<file path="config.mk">
export PLATFORM = sky130hd
export DESIGN_NAME = viterbi_rx_frame
export DESIGN_NICKNAME = d
export VERILOG_FILES = /design/src/rtl/viterbi_pkg.sv /design/src/rtl/viterbi_acs.sv /design/src/rtl/viterbi_rx_frame.sv
export SDC_FILE = /design/constraint.sdc
export NUM_CORES = 1
export LEC_CHECK = 0
export CELL_PAD_IN_SITES_DETAIL_PLACEMENT = 1
export CELL_PAD_IN_SITES_GLOBAL_PLACEMENT = 1
export CORE_ASPECT_RATIO = 0.5
export CORE_MARGIN = 5
export CORE_UTILIZATION = 46
export CTS_BUF_LIST = sky130_fd_sc_hd__clkbuf_8
export DETAILED_ROUTE_END_ITERATION = 6
export PLACE_DENSITY_LB_ADDON = 0.1
export SLEW_MARGIN = 20
export SYNTH_ARGS = -nofsm -noshare
export SYNTH_HDL_FRONTEND = slang
export SYNTH_SLANG_ARGS = --single-unit
</file>
<file path="constraint.sdc">
create_clock -name clk -period 4 [get_ports clk]
set_input_delay 0.8 -clock clk [delete_from_list [all_inputs] [get_ports clk]]
set_output_delay 0.8 -clock clk [all_outputs]
set_load 0.03 [all_outputs]
</file>
<file path="src/rtl/viterbi_pkg.sv">
// Shared definitions for the rate-1/2, K=3 (7,5) hard-decision Viterbi receiver.
// Holds the code generators, trellis size, FSM state encoding and the branch-output function.
package viterbi_pkg;

    localparam int unsigned K       = 3;
    localparam logic [K-1:0] G0     = 3'b111;
    localparam logic [K-1:0] G1     = 3'b101;
    localparam int unsigned NSTATES = 4;

    typedef enum logic [2:0] {
        ST_IDLE,
        ST_START,
        ST_DATA,
        ST_STOP,
        ST_TRACE,
        ST_DONE
    } rxState_t;

    // Coded pair {c1,c0} emitted when input u leaves state {s1,s0}; c0 is sent first.
    function automatic logic [1:0] expectedPair(input logic [1:0] prevState, input logic u);
        logic [K-1:0] taps;
        taps = {u, prevState};
        return {^(taps & G1), ^(taps & G0)};
    endfunction

endpackage

</file>
<file path="src/rtl/viterbi_acs.sv">
// Combinational 4-state add-compare-select for one received coded pair.
// Saturating adds; on equal candidates the predecessor with s0=0 survives.
module viterbi_acs
    import viterbi_pkg::*;
#(
    parameter int unsigned MW = 5
)(
    input  logic [NSTATES-1:0][MW-1:0] metricIn,
    input  logic [1:0]                 rxPair,
    output logic [NSTATES-1:0][MW-1:0] metricOut,
    output logic [NSTATES-1:0]         survivor
);

    localparam logic [MW-1:0] MAXM = '1;

    function automatic logic [MW-1:0] satAdd(input logic [MW-1:0] m, input logic [1:0] bm);
        logic [MW:0] sum;
        sum = {1'b0, m} + {{(MW-1){1'b0}}, bm};
        return (sum > {1'b0, MAXM}) ? MAXM : sum[MW-1:0];
    endfunction

    function automatic logic [1:0] hamming(input logic [1:0] a, input logic [1:0] b);
        logic [1:0] d;
        d = a ^ b;
        return {1'b0, d[0]} + {1'b0, d[1]};
    endfunction

    logic [1:0]    nsBits;
    logic [1:0]    pred0;
    logic [1:0]    pred1;
    logic [MW-1:0] cand0;
    logic [MW-1:0] cand1;

    always_comb begin
        metricOut = '0;
        survivor  = '0;
        nsBits    = '0;
        pred0     = '0;
        pred1     = '0;
        cand0     = '0;
        cand1     = '0;
        // Next state {u,s1}: both predecessors share s1 = ns[0] and differ only in s0.
        for (int unsigned ns = 0; ns < NSTATES; ns++) begin
            nsBits = ns[1:0];
            pred0  = {nsBits[0], 1'b0};
            pred1  = {nsBits[0], 1'b1};
            cand0  = satAdd(metricIn[pred0], hamming(rxPair, expectedPair(pred0, nsBits[1])));
            cand1  = satAdd(metricIn[pred1], hamming(rxPair, expectedPair(pred1, nsBits[1])));
            if (cand0 <= cand1) begin
                metricOut[ns] = cand0;
                survivor[ns]  = 1'b0;
            end else begin
                metricOut[ns] = cand1;
                survivor[ns]  = 1'b1;
            end
        end
    end

endmodule

</file>
<file path="src/rtl/viterbi_rx_frame.sv">
// Serial frame receiver + (7,5) Viterbi decoder with trellis state carried across frames.
// Define VITERBI_ERRCNT_EN to expose err_count (winning path metric of the last frame).
module viterbi_rx_frame
    import viterbi_pkg::*;
#(
    parameter  int unsigned DATA_BITS    = 4,
    parameter  int unsigned CLKS_PER_BIT = 1,
    localparam int unsigned MW           = $clog2(2*DATA_BITS+1)+1
)(
    input  logic                 clk,
    input  logic                 rst_n,
    input  logic                 start,
    input  logic                 rx,
    output logic                 ready,
    output logic [DATA_BITS-1:0] outputData
`ifdef VITERBI_ERRCNT_EN
    ,
    output logic [MW-1:0]        err_count
`endif
);

    localparam int unsigned NCODED = 2*DATA_BITS;
    localparam int unsigned HALF   = CLKS_PER_BIT/2;
    localparam int unsigned CW     = $clog2(CLKS_PER_BIT+1);
    localparam int unsigned IW     = $clog2(NCODED+1);
    localparam int unsigned SW     = (DATA_BITS > 1) ? $clog2(DATA_BITS) : 1;
    localparam logic [MW-1:0] MAXM = '1;

    rxState_t                   state;
    logic [CW-1:0]              bitClk;
    logic [IW-1:0]              bitIdx;
    logic [SW-1:0]              stepIdx;
    logic                       walking;
    logic                       c0Reg;
    logic [NSTATES-1:0][MW-1:0] metric;
    logic [NSTATES-1:0][MW-1:0] metricNext;
    logic [NSTATES-1:0]         survNext;
    logic [NSTATES-1:0]         surv [DATA_BITS];
    logic [1:0]                 startState;
    logic [1:0]                 traceState;
    logic [1:0]                 endReg;
    logic [1:0]                 endState;
    logic [MW-1:0]              bestMetric;
    logic [DATA_BITS-1:0]       decoded;

    viterbi_acs #(.MW(MW)) acs (
        .metricIn  (metric),
        .rxPair    ({rx, c0Reg}),
        .metricOut (metricNext),
        .survivor  (survNext)
    );

    // Strict < keeps the lowest-index state among equal minima.
    always_comb begin
        endState   = 2'd0;
        bestMetric = metric[0];
        for (int unsigned s = 1; s < NSTATES; s++) begin
            if (metric[s] < bestMetric) begin
                bestMetric = metric[s];
                endState   = 2'(s);
            end
        end
    end

    always_ff @(posedge clk or negedge rst_n) begin
        if (!rst_n) begin
            state      <= ST_IDLE;
            bitClk     <= '0;
            bitIdx     <= '0;
            stepIdx    <= '0;
            walking    <= 1'b0;
            c0Reg      <= 1'b0;
            metric     <= '0;
            startState <= '0;
            traceState <= '0;
            endReg     <= '0;
            decoded    <= '0;
            ready      <= 1'b0;
            outputData <= '0;
`ifdef VITERBI_ERRCNT_EN
            err_count  <= '0;
`endif
            for (int unsigned j = 0; j < DATA_BITS; j++) surv[j] <= '0;
        end else begin
            ready <= 1'b0;
            case (state)
                ST_IDLE: begin
                    if (start && !rx) begin
                        for (int unsigned s = 0; s < NSTATES; s++)
                            metric[s] <= (2'(s) == startState) ? '0 : MAXM;
                        bitIdx  <= '0;
                        stepIdx <= '0;
                        // With one clock per bit the detecting sample is already the mid-bit confirm.
                        if (CLKS_PER_BIT == 1) begin
                            state  <= ST_DATA;
                            bitClk <= '0;
                        end else begin
                            state  <= ST_START;
                            bitClk <= CW'(1);
                        end
                    end
                end
                ST_START: begin
                    if (bitClk == CW'(HALF) && rx) begin
                        state  <= ST_IDLE;
                        bitClk <= '0;
                    end else if (bitClk == CW'(CLKS_PER_BIT-1)) begin
                        state  <= ST_DATA;
                        bitClk <= '0;
                    end else begin
                        bitClk <= bitClk + 1'b1;
                    end
                end
                ST_DATA: begin
                    if (bitClk == CW'(HALF)) begin
                        if (!bitIdx[0]) begin
                            c0Reg <= rx;
                        end else begin
                            metric        <= metricNext;
                            surv[stepIdx] <= survNext;
                            stepIdx       <= stepIdx + 1'b1;
                        end
                    end
                    if (bitClk == CW'(CLKS_PER_BIT-1)) begin
                        bitClk <= '0;
                        if (bitIdx == IW'(NCODED-1)) begin
                            state  <= ST_STOP;
                            bitIdx <= '0;
                        end else begin
                            bitIdx <= bitIdx + 1'b1;
                        end
                    end else begin
                        bitClk <= bitClk + 1'b1;
                    end
                end
                ST_STOP: begin
                    if (bitClk == CW'(HALF)) begin
                        state   <= ST_TRACE;
                        bitClk  <= '0;
                        walking <= 1'b0;
                    end else begin
                        bitClk <= bitClk + 1'b1;
                    end
                end
                ST_TRACE: begin
                    if (!walking) begin
                        endReg     <= endState;
                        traceState <= endState;
                        stepIdx    <= SW'(DATA_BITS-1);
                        walking    <= 1'b1;
                    end else begin
                        decoded[stepIdx] <= traceState[1];
                        traceState       <= {traceState[0], surv[stepIdx][traceState]};
                        if (stepIdx == '0) begin
                            state   <= ST_DONE;
                            walking <= 1'b0;
                        end else begin
                            stepIdx <= stepIdx - 1'b1;
                        end
                    end
                end
                ST_DONE: begin
                    outputData <= decoded;
                    ready      <= 1'b1;
                    startState <= endReg;
`ifdef VITERBI_ERRCNT_EN
                    err_count  <= metric[endReg];
`endif
                    state      <= ST_IDLE;
                end
                default: state <= ST_IDLE;
            endcase
        end
    end

endmodule

</file>
==> results.json, run 1 <==
{
  "fmax_mhz": 243.9,
  "clkSinkCount": 62,
  "vias_per_cell": 5.720,
  "dpl.cell_count": 734,
  "synth_top_area_share_pct": 31.21,
  "drt_first_pass_iters": 4,
  "fin_crit_ns": 4.101,
  "path_clk_slew_ns": 0.08,
  "arrival_ns": 4.39,
  "synth.cells.most_frequent": "62 x dfrtp_1, 53 x ha_1, 51 x nand2_1, 49 x nor2_1, 39 x a21oi_1",
  "yosys_register_bits": 62,
  "worst_setup_path_start_kind": "flip-flop",
  "synth_area_sq_um": 4971,
  "synth_cell_types": 55,
  "vias": 4353,
  "num_io_pins": 9,
  "nNetsFinal": 681,
  "critPathCaptureType": "flip-flop",
  "n_fill_cell": 1193,
  "hold_class": "in -> async",
  "grt_max_degree": 50,
  "clock_latency_ns": 0.36,
  "yosys.cell_count.top_type": "dfrtp_1",
  "status": "finished, violations left",
  "rows": 26,
  "dp_slack_ns": -0.4394,
  "die_y_um": 83.51,
  "cts-buffers-inserted": 9,
  "synth_edf_count": 0,
  "antenna_cells": 0,
  "cts_buffer_depth": 2,
  "slew_viol_final": 0,
  "critical_path_class": "reg -> reg",
  "first_global_vias": 4615,
  "finalHoldViolCount": 0,
  "maxSlewHeadroom_pct": 39.63,
  "synthArstFlopShare_pct": 100.0,
  "post_layout_nonfiller_instances": 761,
  "worstMarginPinSlew_ns": 0.9037,
  "setup_ws_ns": -0.1007,
  "critical_path_required_ns": 4.29,
  "root_buffer": "clkbuf_8",
  "rsz0062_at_grt": "yes",
  "drv_cap": 0,
  "violations": "negative setup slack",
  "die_x_um": 157.0,
  "drt_iter0_markers": 273,
  "cts-htree-levels": 3,
  "route.detailed.drc": 0,
  "setup_violations": 4,
  "synth.area.top_cells": "dfrtp_1 31%, ha_1 13%, a21oi_1 3.9%, nand2_1 3.9%, nor2_1 3.7%",
  "yosysSeqAreaShare_pct": 31.21,
  "synth.net_count": 609,
  "coreArea_sq_um": 10380,
  "synth_warnings": 0,
  "numPortBuffers": 8,
  "start_util_pct": 47.90,
  "drive_gt1_share_pct": 26.41,
  "dp_hpwl_mm": 10.71,
  "grt_pass1_wl_mm": 23.29,
  "finClkSkew_ns": 0.009726,
  "gp_congestion": 0.8625,
  "synth_ff_type": "dfrtp_1",
  "cp_max_fo": 5,
  "synthCells": 544,
  "grt.overflow.total": 0,
  "grt_usage_pct": 22.37,
  "area_growth_pct": 22.35,
  "antenna_found_initial": 0,
  "avgSynthCellArea_sq_um": 9.138,
  "final_core_util_pct": 58.61,
  "ant_nets": 0,
  "die-area_sq_um": 13110,
  "wire_per_inst_um": 19.63,
  "min_period_over_period_pct": 102.5,
  "cts_tree": "done",
  "wl_mm": 14.94,
  "yosysTopAreaCell": "dfrtp_1",
  "fin_setup_tns_ns": -0.2393
}
==> through the flow <==
step	instance area (sq um)	hold slack, ns
finish	6082	0.3299
global route	6082	0.3450
CTS	5812	0.3172
detailed placement	5557	0.4717
global placement	5557	0.4596
floorplan	4971	0.4471
==> kinds of logic (layout without fill, tap and decap cells) <==
logic type | Yosys count | in the layout | synth area share (%)
AOI/OAI and AO/OA | 142 | 143 | 17.17
and+or+nand+nor | 189 | 189 | 19.58
DFF | 62 | 62 | 31.21
xor gates and xnor gates | 8 | 8 | 1.409
adders and majority gates | 61 | 61 | 16.56
muxes | 39 | 39 | 9.716
buffers and inverters | 43 | 119 | 4.354
==> state kept, by name, indices dropped and copies added, names as in the netlist <==
| name | count |
|---|---|
| metric | 20 |
| surv | 16 |
| bitIdx | 4 |
| decoded | 4 |
| outputData | 4 |
| state | 3 |
| endReg | 2 |
| startState | 2 |
| stepIdx | 2 |
| traceState | 2 |
| c0Reg | 1 |
| ready | 1 |
| walking | 1 |
==> final timing paths <==
path	from	endpoint	slack, ns	cells past startpoint
max	metric[9]	endReg[0]	-0.10	18
min	rst_n	metric[6]	0.33	1
max reg2reg	metric[9]	endReg[0]	-0.10	18
min reg2reg	surv[13]	surv[13]	0.49	2
max in group asynchronous	rst_n	surv[12]	2.72	2
min in group clk	surv[13]	surv[13]	0.49	2
==> area by class of cell <==
class                      count  area, sq um  area share (%)
multi-input combinational    440         3475           57.13
sequential                    62         1551           25.51
timing repair buffer          80        619.3           10.18
tap                          140        175.2           2.880
clock buffer                  10        137.6           2.263
inverter                      23        86.33           1.419
clock inverter                 6        37.54          0.6172
==> cell usage in the layout (no fill, tap or decap), drive strengths merged, types with 2 or more instances in the layout <==
cell type and n:
xnor2 4, clkdlybuf4s50 7, o21ai 52, dfrtp 62, a31oi 7, ha 53, clkinv 2, o31ai 2
o22ai 3, and4 3, nand3 24, o31a 2, nor2 56, and2b 3, nand4 3, a21oi 39
clkbuf 10, clkinvlp 2, mux4 4, a22oi 4, inv 25, o211ai 4, a21o 6, and3 7
nor2b 15, buf 73, mux2i 16, o311ai 2, nand2 51, fa 8, a211oi 7, xor2 4
nand2b 11, or2 10, nor3 2, mux2 19, o21a 10, and2 3
==> layer usage <==
layer | vias up | GRT usage, % | routed length, um
li1 | 2087 | - | -
met1 | 2180 | 29.45 | 6691
met2 | 63 | 38.30 | 7377
met3 | 23 | 4.247 | 650
met4 | 0 | 4.918 | 220
met5 | - | 0 | 0
==> critical path, stage by stage (launching register included) <==
cell      delay [ns]
dfrtp_1         0.44
ha_4            0.32
nand4_1         0.16
a21oi_2         0.19
nor2_4          0.08
mux2i_2         0.27
ha_1            0.35
a211oi_4        0.37
o21ai_2         0.11
o21a_2          0.25
buf_4           0.17
nand2_2         0.07
o21ai_2         0.05
ha_1            0.33
a21o_1          0.19
a21o_1          0.19
a311oi_2        0.27
a21oi_2         0.08
a21oi_1         0.13
==> repair_timing <==
item	in CTS	in global routing
hold buffers	0	0
gates resized for setup	16	43
setup buffers	1	9
cloned	1	0
endpoints found under the setup margin	6	32
pin swaps	1	22
Power of run 1 is not shown: default switching activity piles up to over one toggle a cycle in this logic, so the estimate is an artifact.
==> inputs of run 2 (changes only) <==
--- a/config.mk
+++ b/config.mk
@@ -8,10 +8,10 @@
 export CELL_PAD_IN_SITES_DETAIL_PLACEMENT = 1
 export CELL_PAD_IN_SITES_GLOBAL_PLACEMENT = 1
 export CORE_ASPECT_RATIO = 0.5
-export CORE_MARGIN = 5
 export CORE_UTILIZATION = 46
 export CTS_BUF_LIST = sky130_fd_sc_hd__clkbuf_8
 export DETAILED_ROUTE_END_ITERATION = 6
+export GPL_TIMING_DRIVEN = 0
 export PLACE_DENSITY_LB_ADDON = 0.1
 export SLEW_MARGIN = 20
 export SYNTH_ARGS = -nofsm -noshare
==> results.json, run 2 (synthesis gave the netlist of run 1 again) <==
{
  "drt_first_pass_iters": 4,
  "crit_family": "compound AO/OA/AOI/OAI gates",
  "fin_crit_ns": 4.216,
  "numPortBuffers": 8,
  "grt.overflow.total": 0,
  "cpMostUsedCell": "a21o_1",
  "num_io_pins": 9,
  "critPathCaptureType": "flip-flop",
  "violations": "negative setup slack",
  "antenna_cells": 0,
  "grt_max_degree": 36,
  "ant_nets": 0,
  "rows": 26,
  "drive_gt1_share_pct": 22.47,
  "setup_ws_ns": -0.2156,
  "grt_pass1_wl_mm": 22.63,
  "clkSinkCount": 62,
  "final_common_cell": "dfrtp_1",
  "clock_latency_ns": 0.36,
  "path_cells": "buf_6, clkinvlp_4, ha_4, a21oi_4, o21ai_4, nor2_4, mux2i_4, ha_1, o21ai_1, o21ai_2, o21a_4, nand2_2, o21ai_2, ha_1, a21o_1, a21o_1, a21o_1, a311oi_2, a21oi_2, a21oi_1",
  "slew_viol_final": 0,
  "fmax_mhz": 237.2,
  "fin_setup_tns_ns": -0.7013,
  "die-area_sq_um": 11250,
  "worstMarginPinSlew_ns": 0.7159,
  "hold_class": "in -> async",
  "cpPeakStageDelay_ns": 0.37,
  "path_clk_slew_ns": 0.07,
  "mostFrequentLayoutCells": "57 x dfrtp_1, 49 x nor2_1, 48 x nand2_1, 48 x ha_1, 32 x a21oi_1",
  "die_y_um": 75.51,
  "finalHoldViolCount": 0,
  "critical_path_required_ns": 4.29,
  "route.detailed.drc": 0,
  "vias_per_cell": 5.854,
  "worst_setup_path_start_kind": "flip-flop",
  "reg_top3": "metric x20, surv x16",
  "maxSlewHeadroom_pct": 52.28,
  "cts_buffer_depth": 2,
  "rsz0062_at_grt": "yes",
  "grt_usage_pct": 27.14,
  "status": "finished, violations left",
  "min_period_over_period_pct": 105.4,
  "nNetsFinal": 652,
  "first_global_vias": 4359,
  "n_fill_cell": 1211,
  "die_x_um": 149.0,
  "cts-buffers-inserted": 9,
  "cts_tree": "done",
  "cts-htree-levels": 3,
  "largest_register": "metric",
  "coreArea_sq_um": 10340,
  "rrSetupSlack_ns": -0.22,
  "cp_num_buf_inv": 2,
  "largest_register_ff_count": 20,
  "cp_slowest_cell": "mux2i_4",
  "wl_mm": 14.79,
  "critical_path_class": "reg -> reg",
  "dp_hpwl_mm": 10.27,
  "root_buffer": "clkbuf_8",
  "cp_max_fo": 6,
  "area_growth_pct": 18.02,
  "wire_per_inst_um": 20.21,
  "gp_congestion": 0.8931,
  "finClkSkew_ns": 0.007267,
  "setup_violations": 4,
  "drt_iter0_markers": 203,
  "start_util_pct": 48.05,
  "vias": 4285,
  "arrival_ns": 4.50,
  "antenna_found_initial": 0,
  "drv_cap": 0
}
==> run 2: cell types whose count changed in the layout (fill, tap and decap cells not counted), moves of 2 or more <==
| cell | previous run | this run |
|---|---|---|
| a21oi_1 | 30 | 32 |
| buf_6 | 1 | 7 |
| bufinv_16 | 0 | 2 |
| dfrtp_1 | 62 | 57 |
| a21oi_2 | 7 | 5 |
| inv_2 | 3 | 1 |
| ha_4 | 6 | 2 |
| dfrtp_2 | 0 | 5 |
| buf_4 | 71 | 27 |
| buf_2 | 1 | 8 |
| clkbuf_1 | 0 | 2 |
| ha_1 | 44 | 48 |
==> run 2: timing repair <==
item,in CTS,in global routing
pin swaps,15,20
resized for setup,37,28
buffers inserted,13,10
setup endpoints to repair,39,23
hold buffers,0,0
==> run 2: area by class of cell <==
type | instances | area [sq um] | area share (%)
buffer | 20 | 145.1 | 2.474
clock buffer | 9 | 123.9 | 2.111
clock inverter | 7 | 90.09 | 1.536
inverter | 23 | 90.09 | 1.536
multi-input combinational | 439 | 3410 | 58.11
sequential | 62 | 1558 | 26.55
tap | 140 | 175.2 | 2.986
timing repair buffer | 32 | 275.3 | 4.692
==> run 2: metal layers <==
| layer | GRT usage (%) | share of wire, % |
|---|---|---|
| met1 | 35.37 | 47 |
| met2 | 45.43 | 47 |
| met3 | 6.587 | 3.6 |
| met4 | 8.390 | 2.0 |
| met5 | 0 | 0 |
==> run 2: final timing paths <==
| path | startpoint | end | cells after the start |
|---|---|---|---|
| worst max register to register | metric[2] | endReg[0] | 20 |
| min in group clk | surv[1] | surv[1] | 2 |
| worst min register to register | surv[1] | surv[1] | 2 |
| max in group asynchronous | rst_n | surv[5] | 2 |
| worst min-delay path | rst_n | state[0] | 1 |
| worst max-delay path | metric[2] | endReg[0] | 20 |
==> run 2: metrics by stage <==
stage / instance area [sq um] / instances / setup WS (ns) / hold slack, ns / utilization, %
floorplan: 4971 / 544 / 0.1106 / 0.4471 / -
global placement: 5226 / 692 / -0.8289 / 0.4602 / 50.52
detailed placement: 5244 / 693 / -0.9437 / 0.4677 / 50.69
CTS: 5673 / 722 / 0.008862 / 0.3681 / 54.84
global route: 5867 / 732 / -0.3370 / 0.3781 / 56.71
finish: 5867 / 732 / -0.2156 / 0.3627 / 56.71
==> run 2: worst reg2reg max path: stages (launching register included) <==
cell and delay, ns:
dfrtp_1 0.35, buf_6 0.11, clkinvlp_4 0.11, ha_4 0.27, a21oi_4 0.18, o21ai_4 0.09, nor2_4 0.26, mux2i_4 0.38
ha_1 0.31, o21ai_1 0.25, o21ai_2 0.11, o21a_4 0.24, nand2_2 0.08, o21ai_2 0.06, ha_1 0.30, a21o_1 0.19
a21o_1 0.16, a21o_1 0.22, a311oi_2 0.25, a21oi_2 0.08, a21oi_1 0.15
Power of run 2 is left out for the same reason.
==> inputs of run 3 (changes only) <==
--- a/config.mk
+++ b/config.mk
@@ -7,9 +7,9 @@
 export LEC_CHECK = 0
 export CELL_PAD_IN_SITES_DETAIL_PLACEMENT = 1
 export CELL_PAD_IN_SITES_GLOBAL_PLACEMENT = 1
-export CORE_ASPECT_RATIO = 0.5
 export CORE_UTILIZATION = 46
 export CTS_BUF_LIST = sky130_fd_sc_hd__clkbuf_8
+export CTS_CLUSTER_SIZE = 24
 export DETAILED_ROUTE_END_ITERATION = 6
 export GPL_TIMING_DRIVEN = 0
 export PLACE_DENSITY_LB_ADDON = 0.1
==> results.json, run 3 (synthesis gave the netlist of run 1 again) <==
{
  "nNetsFinal": 662,
  "cts-buffers-inserted": 9,
  "grt_usage_pct": 28.08,
  "critical_path_required_ns": 4.23,
  "final_common_cell": "dfrtp_1",
  "largest_register": "metric",
  "drt_iter0_markers": 219,
  "num_io_pins": 9,
  "antenna_found_initial": 0,
  "die_y_um": 106.0,
  "setup_ws_ns": -0.02906,
  "largest_register_ff_count": 20,
  "worstMarginPinSlew_ns": 0.7143,
  "slew_viol_final": 0,
  "ant_nets": 0,
  "clkSinkCount": 62,
  "hold_class": "in -> async",
  "route.detailed.drc": 0,
  "critPathCaptureType": "flip-flop",
  "die_x_um": 106.0,
  "whs_ns": 0.3792,
  "first_global_vias": 4665,
  "final_core_util_pct": 56.72,
  "cts_buffer_depth": 2,
  "drv_cap": 0,
  "start_util_pct": 47.72,
  "maxSlewHeadroom_pct": 52.38,
  "multi_input_area_sq_um": 3392,
  "vias_per_cell": 6.066,
  "root_buffer": "clkbuf_8",
  "path_clk_slew_ns": 0.08,
  "cp_max_fo": 5,
  "dp_slack_ns": -0.7902,
  "grt_pass1_wl_mm": 23.91,
  "cts-htree-levels": 3,
  "area_growth_pct": 18.85,
  "rsz0062_at_grt": "yes",
  "coreArea_sq_um": 10420,
  "mostFrequentLayoutCells": "56 x dfrtp_1, 49 x nor2_1, 49 x nand2_1",
  "setup_violations": 4,
  "critical_path_class": "reg -> reg",
  "gp_congestion": 0.8265,
  "clock_latency_ns": 0.35,
  "min_period_over_period_pct": 100.7,
  "dp_hpwl_mm": 10.66,
  "seqCellArea_sq_um": 1559,
  "die-area_sq_um": 11230,
  "arrival_ns": 4.26,
  "drive_gt1_share_pct": 23.92,
  "cts_tree": "done",
  "grt_max_degree": 33,
  "fmax_mhz": 248.2,
  "vias": 4477,
  "numPortBuffers": 8,
  "status": "finished, violations left",
  "wire_per_inst_um": 21.22,
  "worst_setup_path_start_kind": "flip-flop",
  "rows": 37,
  "finalHoldViolCount": 0,
  "fin_crit_ns": 4.029,
  "finClkSkew_ns": 0.01418,
  "reg_top3": "metric x20, surv x16",
  "antenna_cells": 0,
  "drt_first_pass_iters": 5,
  "rrSetupSlack_ns": -0.03,
  "violations": "negative setup slack",
  "grt.overflow.total": 0,
  "n_fill_cell": 1212,
  "post_dp_cell_area_sq_um": 5239,
  "design_area_sq_um": 5908,
  "wl_mm": 15.66
}
-- run 3: what timing repair did --
item,CTS,global route
pin swaps,16,22
buffers inserted,24,11
setup endpoints to repair,36,23
gates resized for setup,43,23
hold endpoints to repair,0,0
hold buffers,0,0
-- run 3: layout make-up --
cell class                 instances  area share [%]
inverter                          23           1.631
tap                              136           2.880
timing repair buffer              44           6.036
clock buffer                       9           2.097
buffer                            18           2.033
multi-input combinational        439           57.41
sequential                        62           26.39
clock inverter                     7           1.525
-- run 3: per-stage QoR --
| step | TNS, ns | cells |
|---|---|---|
| after floorplan | 0 | 544 |
| after global placement | -17.08 | 688 |
| after detailed placement | -21.52 | 689 |
| after CTS | 0 | 729 |
| after global routing | -0.5834 | 738 |
| final | -0.08508 | 738 |
-- run 3: layer usage --
metal	share of wire (%)	wire, um	GRT usage (%)
met1	44	6887	36.03
met2	50	7757	46.87
met3	3.4	540	5.089
met4	3.0	472	11.11
met5	0	0	0
-- run 3: path summary, 6_finish.rpt --
kind / from / endpoint / depth (start not counted)
max: metric[1] / endReg[0] / 22
min: rst_n / metric[1] / 1
max reg2reg: metric[1] / endReg[0] / 22
min reg2reg: surv[15] / surv[15] / 2
max in group asynchronous: rst_n / metric[17] / 2
min in group clk: surv[15] / surv[15] / 2
-- run 3: worst max-delay path, cell delays in order (launching register included) --
cell and delay (ns):
dfrtp_2 0.43, inv_2 0.09, ha_4 0.20, nand4_1 0.15
a21oi_2 0.07, nor2_4 0.27, mux2i_2 0.30, ha_1 0.30
a211oi_2 0.31, o21ai_2 0.12, buf_4 0.14, buf_4 0.12
buf_4 0.13, buf_4 0.13, buf_4 0.12, buf_4 0.12
buf_4 0.12, buf_4 0.13, buf_4 0.14, a21oi_2 0.17
a311oi_2 0.07, a21oi_2 0.17, a21oi_1 0.08
Power of run 3 is left out for the same reason.
